[config.mk]
export PLATFORM = sky130hd
export DESIGN_NAME = dt_estimator_mc
export DESIGN_NICKNAME = d
export VERILOG_FILES = /design/src/rtl/dt_estimator_mc.sv
export SDC_FILE = /design/constraint.sdc
export NUM_CORES = 1
export LEC_CHECK = 0
export ABC_AREA = 1
export CORE_MARGIN = 2
export CORE_UTILIZATION = 64
export DETAILED_ROUTE_END_ITERATION = 12
export GPL_TIMING_DRIVEN = 0
export PLACE_DENSITY = 0.79
export SLEW_MARGIN = 20
export SYNTH_ARGS = -nofsm -noshare
export SYNTH_HDL_FRONTEND = slang
export SYNTH_SLANG_ARGS = --single-unit
[constraint.sdc]
create_clock -name clk -period 10.8 [get_ports clk]
set_input_delay 1.08 -clock clk [delete_from_list [all_inputs] [get_ports clk]]
set_output_delay 1.08 -clock clk [all_outputs]
set_load 0.05 [all_outputs]
[src/rtl/dt_estimator_mc.sv]
// dt_estimator_mc: per-channel clamped EMA of the scaled temperature slope.
// Optional sticky clamp status is built when DT_EST_SAT_STATUS_EN is defined.
module dt_estimator_mc #(
  parameter int N_CH    = 4,
  parameter int T_W     = 8,
  parameter int FRAC_W  = 7,
  parameter int ALPHA_W = 8,
  parameter int K_MAX   = 7,
  localparam int CH_W   = (N_CH > 1) ? $clog2(N_CH) : 1
) (
  input  logic               clk,
  input  logic               rst_n,
  input  logic               in_valid,
  output logic               in_ready,
  input  logic [CH_W-1:0]    in_ch,
  input  logic [T_W-1:0]     in_T,
  input  logic [ALPHA_W-1:0] alpha,
  input  logic [3:0]         k_dt,
  input  logic [T_W-1:0]     d_max,
  input  logic               init,
  input  logic [N_CH-1:0]    init_mask,
  output logic               out_valid,
  input  logic               out_ready,
  output logic [CH_W-1:0]    out_ch,
  output logic [T_W-1:0]     out_dT,
  output logic               out_primed,
  output logic [N_CH-1:0]    sat_flags,
  input  logic               sat_clr
);

  localparam int D_W   = T_W + FRAC_W + 1;
  localparam int SUM_W = D_W + ALPHA_W + 2;

  logic signed [T_W-1:0] t_prev [N_CH];
  logic signed [D_W-1:0] d_prev [N_CH];
  logic [N_CH-1:0]       primed;

  logic                  rdy_q;
  logic                  pipe_en;
  logic                  in_rng;

  logic                  s1_valid;
  logic                  s1_kill;
  logic [CH_W-1:0]       s1_ch;
  logic signed [T_W-1:0] s1_t;
  logic signed [D_W-1:0] s1_scaled;
  logic signed [D_W-1:0] s1_dprev;
  logic [ALPHA_W-1:0]    s1_alpha;
  logic [T_W-1:0]        s1_dmax;
  logic                  s1_primed;

  logic                  fwd;
  logic signed [T_W-1:0] t_base;
  logic signed [D_W-1:0] d_base;
  logic                  new_primed;
  logic signed [T_W:0]   delta;
  logic signed [D_W-1:0] sh_in;
  logic signed [D_W-1:0] scaled;
  logic [3:0]            k_eff;

  logic [ALPHA_W:0]        inv_a;
  logic signed [SUM_W-1:0] dp_x;
  logic signed [SUM_W-1:0] sc_x;
  logic signed [SUM_W-1:0] wa;
  logic signed [SUM_W-1:0] wb;
  logic signed [SUM_W-1:0] sum;
  logic signed [SUM_W-1:0] avg;
  logic signed [SUM_W-1:0] lim;
  logic signed [SUM_W-1:0] clamped;
  logic                    sat_hit;
  logic signed [D_W-1:0]   q;
  logic signed [D_W-1:0]   bias;
  logic signed [D_W-1:0]   rnd;
  logic signed [D_W-1:0]   wb_d;
  logic [T_W-1:0]          dt_res;
  logic                    wb_en;

  assign in_ready = rdy_q & ~(out_valid & ~out_ready);
  assign pipe_en  = in_ready;
  assign in_rng   = 32'(in_ch) < N_CH;

  // ready comes up one edge after reset release
  always_ff @(posedge clk or negedge rst_n) begin
    if (!rst_n) rdy_q <= 1'b0;
    else        rdy_q <= 1'b1;
  end

  // S1: operand fetch with bypass of the writeback happening this edge
  always_comb begin
    fwd    = s1_valid & ~s1_kill & (s1_ch == in_ch);
    t_base = fwd ? s1_t : t_prev[in_ch];
    d_base = fwd ? wb_d : d_prev[in_ch];
    new_primed = (fwd | primed[in_ch]) & ~(init & init_mask[in_ch]);
    delta  = {in_T[T_W-1], in_T} - {t_base[T_W-1], t_base};
    k_eff  = (k_dt > 4'(K_MAX)) ? 4'(K_MAX) : k_dt;
    sh_in  = D_W'(delta);
    scaled = (sh_in <<< FRAC_W) >>> k_eff;
  end

  // S2: weighted blend, clamp and round-toward-zero output
  always_comb begin
    inv_a   = {1'b1, {ALPHA_W{1'b0}}} - {1'b0, s1_alpha};
    dp_x    = SUM_W'(s1_dprev);
    sc_x    = SUM_W'(s1_scaled);
    wa      = SUM_W'(inv_a);
    wb      = SUM_W'(s1_alpha);
    sum     = dp_x * wa + sc_x * wb;
    avg     = sum >>> ALPHA_W;
    lim     = SUM_W'({s1_dmax, {FRAC_W{1'b0}}});
    clamped = avg;
    sat_hit = 1'b0;
    if (avg > lim) begin
      clamped = lim;
      sat_hit = s1_primed;
    end else if (avg < -lim) begin
      clamped = -lim;
      sat_hit = s1_primed;
    end
    q      = D_W'(clamped);
    bias   = q[D_W-1] ? D_W'((2 ** FRAC_W) - 1) : D_W'(0);
    rnd    = q + bias;
    dt_res = T_W'(rnd >>> FRAC_W);
    wb_d   = s1_primed ? q : '0;
    wb_en  = pipe_en & s1_valid & ~s1_kill & ~(init & init_mask[s1_ch]);
  end

  // per-channel state: init clears, otherwise S2 writes back
  always_ff @(posedge clk or negedge rst_n) begin
    if (!rst_n) begin
      primed <= '0;
      for (int c = 0; c < N_CH; c++) begin
        t_prev[c] <= '0;
        d_prev[c] <= '0;
      end
    end else begin
      for (int c = 0; c < N_CH; c++) begin
        if (init & init_mask[c]) begin
          primed[c] <= 1'b0;
          t_prev[c] <= '0;
          d_prev[c] <= '0;
        end else if (wb_en && s1_ch == CH_W'(c)) begin
          primed[c] <= 1'b1;
          t_prev[c] <= s1_t;
          d_prev[c] <= wb_d;
        end
      end
    end
  end

  // S1 pipe register; a stalled entry hit by init loses its writeback
  always_ff @(posedge clk or negedge rst_n) begin
    if (!rst_n) begin
      s1_valid  <= 1'b0;
      s1_kill   <= 1'b0;
      s1_ch     <= '0;
      s1_t      <= '0;
      s1_scaled <= '0;
      s1_dprev  <= '0;
      s1_alpha  <= '0;
      s1_dmax   <= '0;
      s1_primed <= 1'b0;
    end else if (pipe_en) begin
      s1_valid  <= in_valid & in_rng;
      s1_kill   <= 1'b0;
      s1_ch     <= in_ch;
      s1_t      <= in_T;
      s1_scaled <= scaled;
      s1_dprev  <= new_primed ? d_base : '0;
      s1_alpha  <= alpha;
      s1_dmax   <= d_max;
      s1_primed <= new_primed;
    end else if (init & s1_valid & init_mask[s1_ch]) begin
      s1_kill   <= 1'b1;
    end
  end

  // output register, held while downstream stalls
  always_ff @(posedge clk or negedge rst_n) begin
    if (!rst_n) begin
      out_valid  <= 1'b0;
      out_ch     <= '0;
      out_dT     <= '0;
      out_primed <= 1'b0;
    end else if (pipe_en) begin
      out_valid <= s1_valid;
      if (s1_valid) begin
        out_ch     <= s1_ch;
        out_dT     <= s1_primed ? dt_res : '0;
        out_primed <= s1_primed;
      end
    end
  end

`ifdef DT_EST_SAT_STATUS_EN
  logic [N_CH-1:0] sat_q;
  logic [N_CH-1:0] sat_set;

  assign sat_set   = (pipe_en & s1_valid & sat_hit) ?
                     (N_CH'(1) << s1_ch) : '0;
  assign sat_flags = sat_q;

  // sticky clamp flags, a new set beats a simultaneous clear
  always_ff @(posedge clk or negedge rst_n) begin
    if (!rst_n) sat_q <= '0;
    else        sat_q <= (sat_clr ? '0 : sat_q) | sat_set;
  end
`else
  logic unused_sat;
  assign unused_sat = sat_clr ^ sat_hit;
  assign sat_flags  = '0;
`endif

endmodule
==> results.yml <==
synthesis:
  ys_types: 46
  yosysSeqAreaShare: 0.2177
  post-synth-top-count-cell: "inv_1"
  synth-edff-count: 0
  yosysWarnings: 0
  synth_common_cells: "inv_1, nand2_1, fa_1"
  syn_avg_cell_area_um2: 7.831
  synth_top_cell_by_area: "fa_1"
  synth_ff_type: "dfrtp_1"
  ys_async_sr_fraction: 1.000
  synth-seq-cells: 174
  synthTopCellsByArea: "fa_1, dfrtp_1, inv_1, nand2_1, ha_1"
  synthCells: 2554
  yosysTopAreaCellShare: 0.2683
  syn_area_um2: 20000
clocking:
  clk_latency_ns: 0.45
  cts_tree: "yes"
  cts_sinks: 174
  cts_root_buf: "clkbuf_16"
  clock_path_buffers: 2
  path_clk_slew_ns: 0.07
  cts_buffers: 17
  postCtsHoldBufs: 0
  htree_levels: 4
sta:
  hold_violations: 0
  tightest_slew_ns: 1.081
  post-route-period-util: 0.9449
  setup_violations: 0
  min_period_ns: 10.21
  drv_slew: 0
  fmax_ghz: 0.09799
  clock-skew-final_ns: 0.01692
  slew_headroom: 0.2796
worst_hold_path:
  hold-path-cell-count: 2
  hold_end: "out_dT[7]$_DFFE_PN0P_"
  hold_path.startpoint: "out_dT[7]$_DFFE_PN0P_"
  hp-class: "flip-flop to flip-flop"
finish:
  syn2layout_area_growth_pct: 8.333
  num_antenna_cells: 0
  final_cell_area_um2: 21670
  fillers: 2426
  nets: 3060
  drive_gt1_frac: 0.04361
global_routing:
  grt.total_usage: 0.3472
  grt_start_max_net_pins: 90
  grt_pass1_wl_um: 89480
  grt_pass1_vias: 17310
  overflow: 0
  antenna_found_initial: 0
worst_setup_path:
  cp_max_fo: 10
  arrival_ns: 10.54
  required_ns: 11.13
  cpPeakStageDelay_ns: 0.56
  r2r.worst_path.cells: 49
  start_kind: "flip-flop"
  r2r_end: "out_dT[0]$_DFFE_PN0P_"
  ff2ff_setup_slack_ns: 0.59
  cp.buffers_inverters: 7
  crit_slowest_cell: "fa_1"
  r2r_start: "s1_alpha[2]$_DFFE_PN0P_"
  worst-path-stages: 49
  cp_top_family: "adder cells"
  end_kind: "flip-flop"
  path_class: "flip-flop to flip-flop"
floorplanning:
  initial_utilization: 0.6521
  num_io_pins: 57
  die_w_um: 180.8
  core_area_um2: 30670
  die-height_um: 180.8
  die_area_um2: 32680
  row_count: 64
placed_design:
  place_congestion: 0.9708
  placed_area_um2: 21040
  io_buffer_count: 50
  hpwlAfterDp_um: 43790
route:
  vias_per_cell: 5.554
  wirelength_um: 53790
  drt-wirelength-per-cell_um: 17.73
  vias: 16840
  drc: 0
  dr.first_iter.drc_count: 1818
  drtPass1Iterations: 6
  final_antenna_net_count: 0
status:
  status: "finished clean"
job:
  maxCapViolations: 0
## through the flow
stage,instances,setup WS (ns),util,TNS (ns),hold slack [ns]
global placement,3003,0.3865,0.6850,0,0.4689
global route,3033,-0.02248,0.7065,-0.04416,0.5232
finish,3033,0.5947,0.7065,0,0.4833
floorplan,2557,1.806,-,0,0.4530
CTS,3036,0.1199,0.7053,0,0.4896
detailed placement,3004,0.1688,0.6860,0,0.4668
## worst max path at each step
stage	from	to	slack, ns
after floorplan	s1_alpha[1]$_DFFE_PN0P_	out_dT[7]$_DFFE_PN0P_	1.81
after global placement	s1_alpha[2]$_DFFE_PN0P_	out_dT[5]$_DFFE_PN0P_	0.39
after detailed placement	s1_alpha[2]$_DFFE_PN0P_	out_dT[5]$_DFFE_PN0P_	0.17
after CTS	s1_alpha[2]$_DFFE_PN0P_	out_dT[5]$_DFFE_PN0P_	0.12
after global routing	s1_alpha[2]$_DFFE_PN0P_	out_dT[5]$_DFFE_PN0P_	-0.02
final	s1_alpha[2]$_DFFE_PN0P_	out_dT[0]$_DFFE_PN0P_	0.59
## final cells by class
cell class,instances,area (um^2),area share
repair buffers,52,540.5,0.02495
clock buffers,17,425.4,0.01963
multi-input cells,1623,12810,0.5914
well taps,396,495.5,0.02287
inverters,655,2461,0.1136
plain buffers,101,407.9,0.01883
clock inverters,15,165.2,0.007623
flip-flops and latches,174,4357,0.2011
## routing by layer
| layer | share of wire | track usage |
|---|---|---|
| met5 | 0 | 0 |
| met4 | 0.044 | 0.1403 |
| met3 | 0.089 | 0.06390 |
| met2 | 0.46 | 0.5515 |
| met1 | 0.41 | 0.4753 |
## layout by cell type (no fill, tap or decap), drive strengths merged, types with 102 or more instances in the layout
cell      n
a21oi   103
clkbuf  102
dfrtp   174
fa      268
ha      128
inv     662
nand2   503
nand3   128
nor2    152
o21ai   183
## registers in the layout, summed over array words and instances, names as in the netlist
signal      cells
s1_alpha        8
out_ch          2
out_dT          8
s1_kill         1
s1_ch           2
s1_primed       1
out_primed      1
primed          4
s1_t            8
out_valid       1
t_prev         32
rdy_q           1
s1_scaled      16
s1_valid        1
s1_dprev       16
s1_dmax         8
d_prev         64
## what timing repair did
item                                   CTS  global route
endpoints found under the hold margin    0             0
buffers inserted                         0             1
resized for setup                        0            20
setup endpoints to repair                0             9
## worst register-to-register path, delay by kind of cell (launching register included)
kind	cells	cell delay, ns
flops	1	0.55
xor+xnor	3	0.86
fa+ha+maj	9	4.04
buf+inv	7	0.88
compound gates	7	1.21
simple gates	23	2.61
## kinds of logic after synthesis
family | share of synthesized area
AO/OA/AOI/OAI | 0.1028
buffers and inverters | 0.1439
other | 0.0003755
AND/OR/NAND/NOR | 0.1734
XOR/XNOR | 0.01358
flip-flops | 0.2177
adder cells (fa/ha/maj) | 0.3483
Power is not shown: default switching activity piles up to over one toggle a cycle in this logic, so the estimate is an artifact.
==> RTL edit, RTL diff (same settings) <==
Set the parameter `T_W` to 6 (it was 8).
--- a/src/rtl/dt_estimator_mc.sv
+++ b/src/rtl/dt_estimator_mc.sv
@@ -4,3 +4,3 @@
   parameter int N_CH    = 4,
-  parameter int T_W     = 8,
+  parameter int T_W     = 6,
   parameter int FRAC_W  = 7,
Interface: changed (resized d_max, in_T and out_dT); port bits go from 57 to 51. The function was not compared with the original's and may differ.
==> RTL edit against the unedited design <==
  * Critical path depth is 2 lower
  * Area after synthesis down 13%
  * Worst setup slack gained 0.15 ns
  * Sequential cell count decreased by 26
  * Wire length is 12% lower
  * Final area shrank 12%
Power is left out: the tool's default activity adds up to more than one toggle a clock period on the data nets, which glitch-free logic cannot reach.
==> RTL edit: results (changes against the unedited design) <==
* Run status: completed (unchanged)
* Share of cell area taken by multi-input logic gates at 58.99% (was 59.14%)
* Worst hold path startpoint: out_primed (was out_dT[7])
* Post-Route Hold Slack at 0.4891 ns (was 0.4833 ns)
* Registers with the most flip-flops: d_prev: 56 flops, t_prev: 24 flops (was d_prev: 64 flops, t_prev: 32 flops)
* Via count at 14.95k (was 16.84k)
* Router iterations before antenna repair at 7 (was 6)
* Maximum single-stage delay on the critical path at 0.54 ns (was 0.56 ns)
* Number of placement rows at 60 (was 64)
* Number of non-clock buffers at 125 (was 153)
* Placed standard-cell area at 0.01839 mm2 (was 0.02104 mm2)
* Total length of routed met2 wires at 22150 um (was 24740 um)
* Number of global-route vias before repair at 15.70k (was 17.31k)
* Half-perimeter wire length of the detailed placement result at 37990 um (was 43790 um)
* Crit Reg-Reg Endpoint: out_dT[4] (was out_dT[0])
* Gp weighted congestion at 0.9786 (was 0.9708)
* Hold Path Sink: out_primed (was out_dT[7])
* Placed insts at 2647 (was 3004)
* Maximum number of pins on one net before global-route repair at 77 (was 90)
* Synth top area cells: fa_1 (27%), dfrtp_1 (21%), inv_1 (13%) (was fa_1 (27%), dfrtp_1 (22%), inv_1 (12%))
* Worst slack, placed at 0.4753 ns (was 0.1688 ns)
* Top cell types by occurrence after synthesis: inv_1 (596), nand2_1 (419), fa_1 (238), o21ai_0 (171), dfrtp_1 (148) (was inv_1 (644), nand2_1 (483), fa_1 (268), o21ai_0 (179), dfrtp_1 (174))
* Initial drt markers at 1302 (was 1818)
* Netlist cell types at 48 (was 46)
* Sequential element share of the synthesized area at 21.18% (was 21.77%)
* Worst slew margin at 19.62% (was 27.96%)
* Final Worst Setup Slack at 0.7434 ns (was 0.5947 ns)
* Net total in the final layout at 2707 (was 3060)
* Warnings from Yosys at 0 (unchanged)
* Buffering overhead at 4.154% (was 4.377%)
* Post-cts sizing count at 0 (unchanged)
* Wire length of the first global-routing pass at 78980 um (was 89480 um)
* Wire length on met3 at 3654 um (was 4786 um)
* Multi-input gate count at 1423 (was 1623)
* Sequential standard cell area at 0.003704 mm2 (was 0.004357 mm2)
* Final WL at 47120 um (was 53790 um)
* Final Instance Count excl. Fillers at 2671 (was 3033)
* Inverter count at 602 (was 655)
* CP Data Arrival Time at 10.39 ns (was 10.54 ns)
* Filler cell count in the final layout at 2178 (was 2426)
* IO Port Bufs at 43 (was 50)
* Synth-to-Final Area Change at 8.514% (was 8.333%)
* Gate Count Post-Synth at 2259 (was 2554)
* Share of async-settable or async-resettable flops after synthesis at 100.0% (unchanged)
* Final clock-cell share at 3.185% (was 2.726%)
* DRT met1 WL at 19300 um (was 21870 um)
* Final setup skew at 0.02383 ns (was 0.01692 ns)
* Total global-route track usage at 35.24% (was 34.72%)
* Sinks on Clock Net at 148 (was 174)
RTL edit: cell types whose count changed after synthesis, sizes merged, moves of 14 or more:
cell	unedited run	this run
a21oi	103	79
clkbuf	90	75
dfrtp	174	148
fa	268	238
inv	654	600
nand2	503	429
nand3	128	108
o22ai	64	50
RTL edit: routing by layer:
| layer | GRT usage (%) | vias up |
|---|---|---|
| met2 | 58.14 | 646 |
| met5 | 0 | - |
| met1 | 46.48 | 7263 |
| met3 | 5.830 | 146 |
| li1 | - | 6898 |
| met4 | 15.12 | 0 |
RTL edit: kinds of logic after synthesis:
group                    after synthesis  synth area share (%)
XOR/XNOR                              19                0.9516
flip-flops                           148                 21.18
buffers and inverters                691                 14.95
AO/OA/AOI/OAI                        326                 10.15
adder cells (fa/ha/maj)              354                 35.54
AND/OR/NAND/NOR                      717                 17.08
multiplexers                           2                0.1145
other                                  2               0.04294
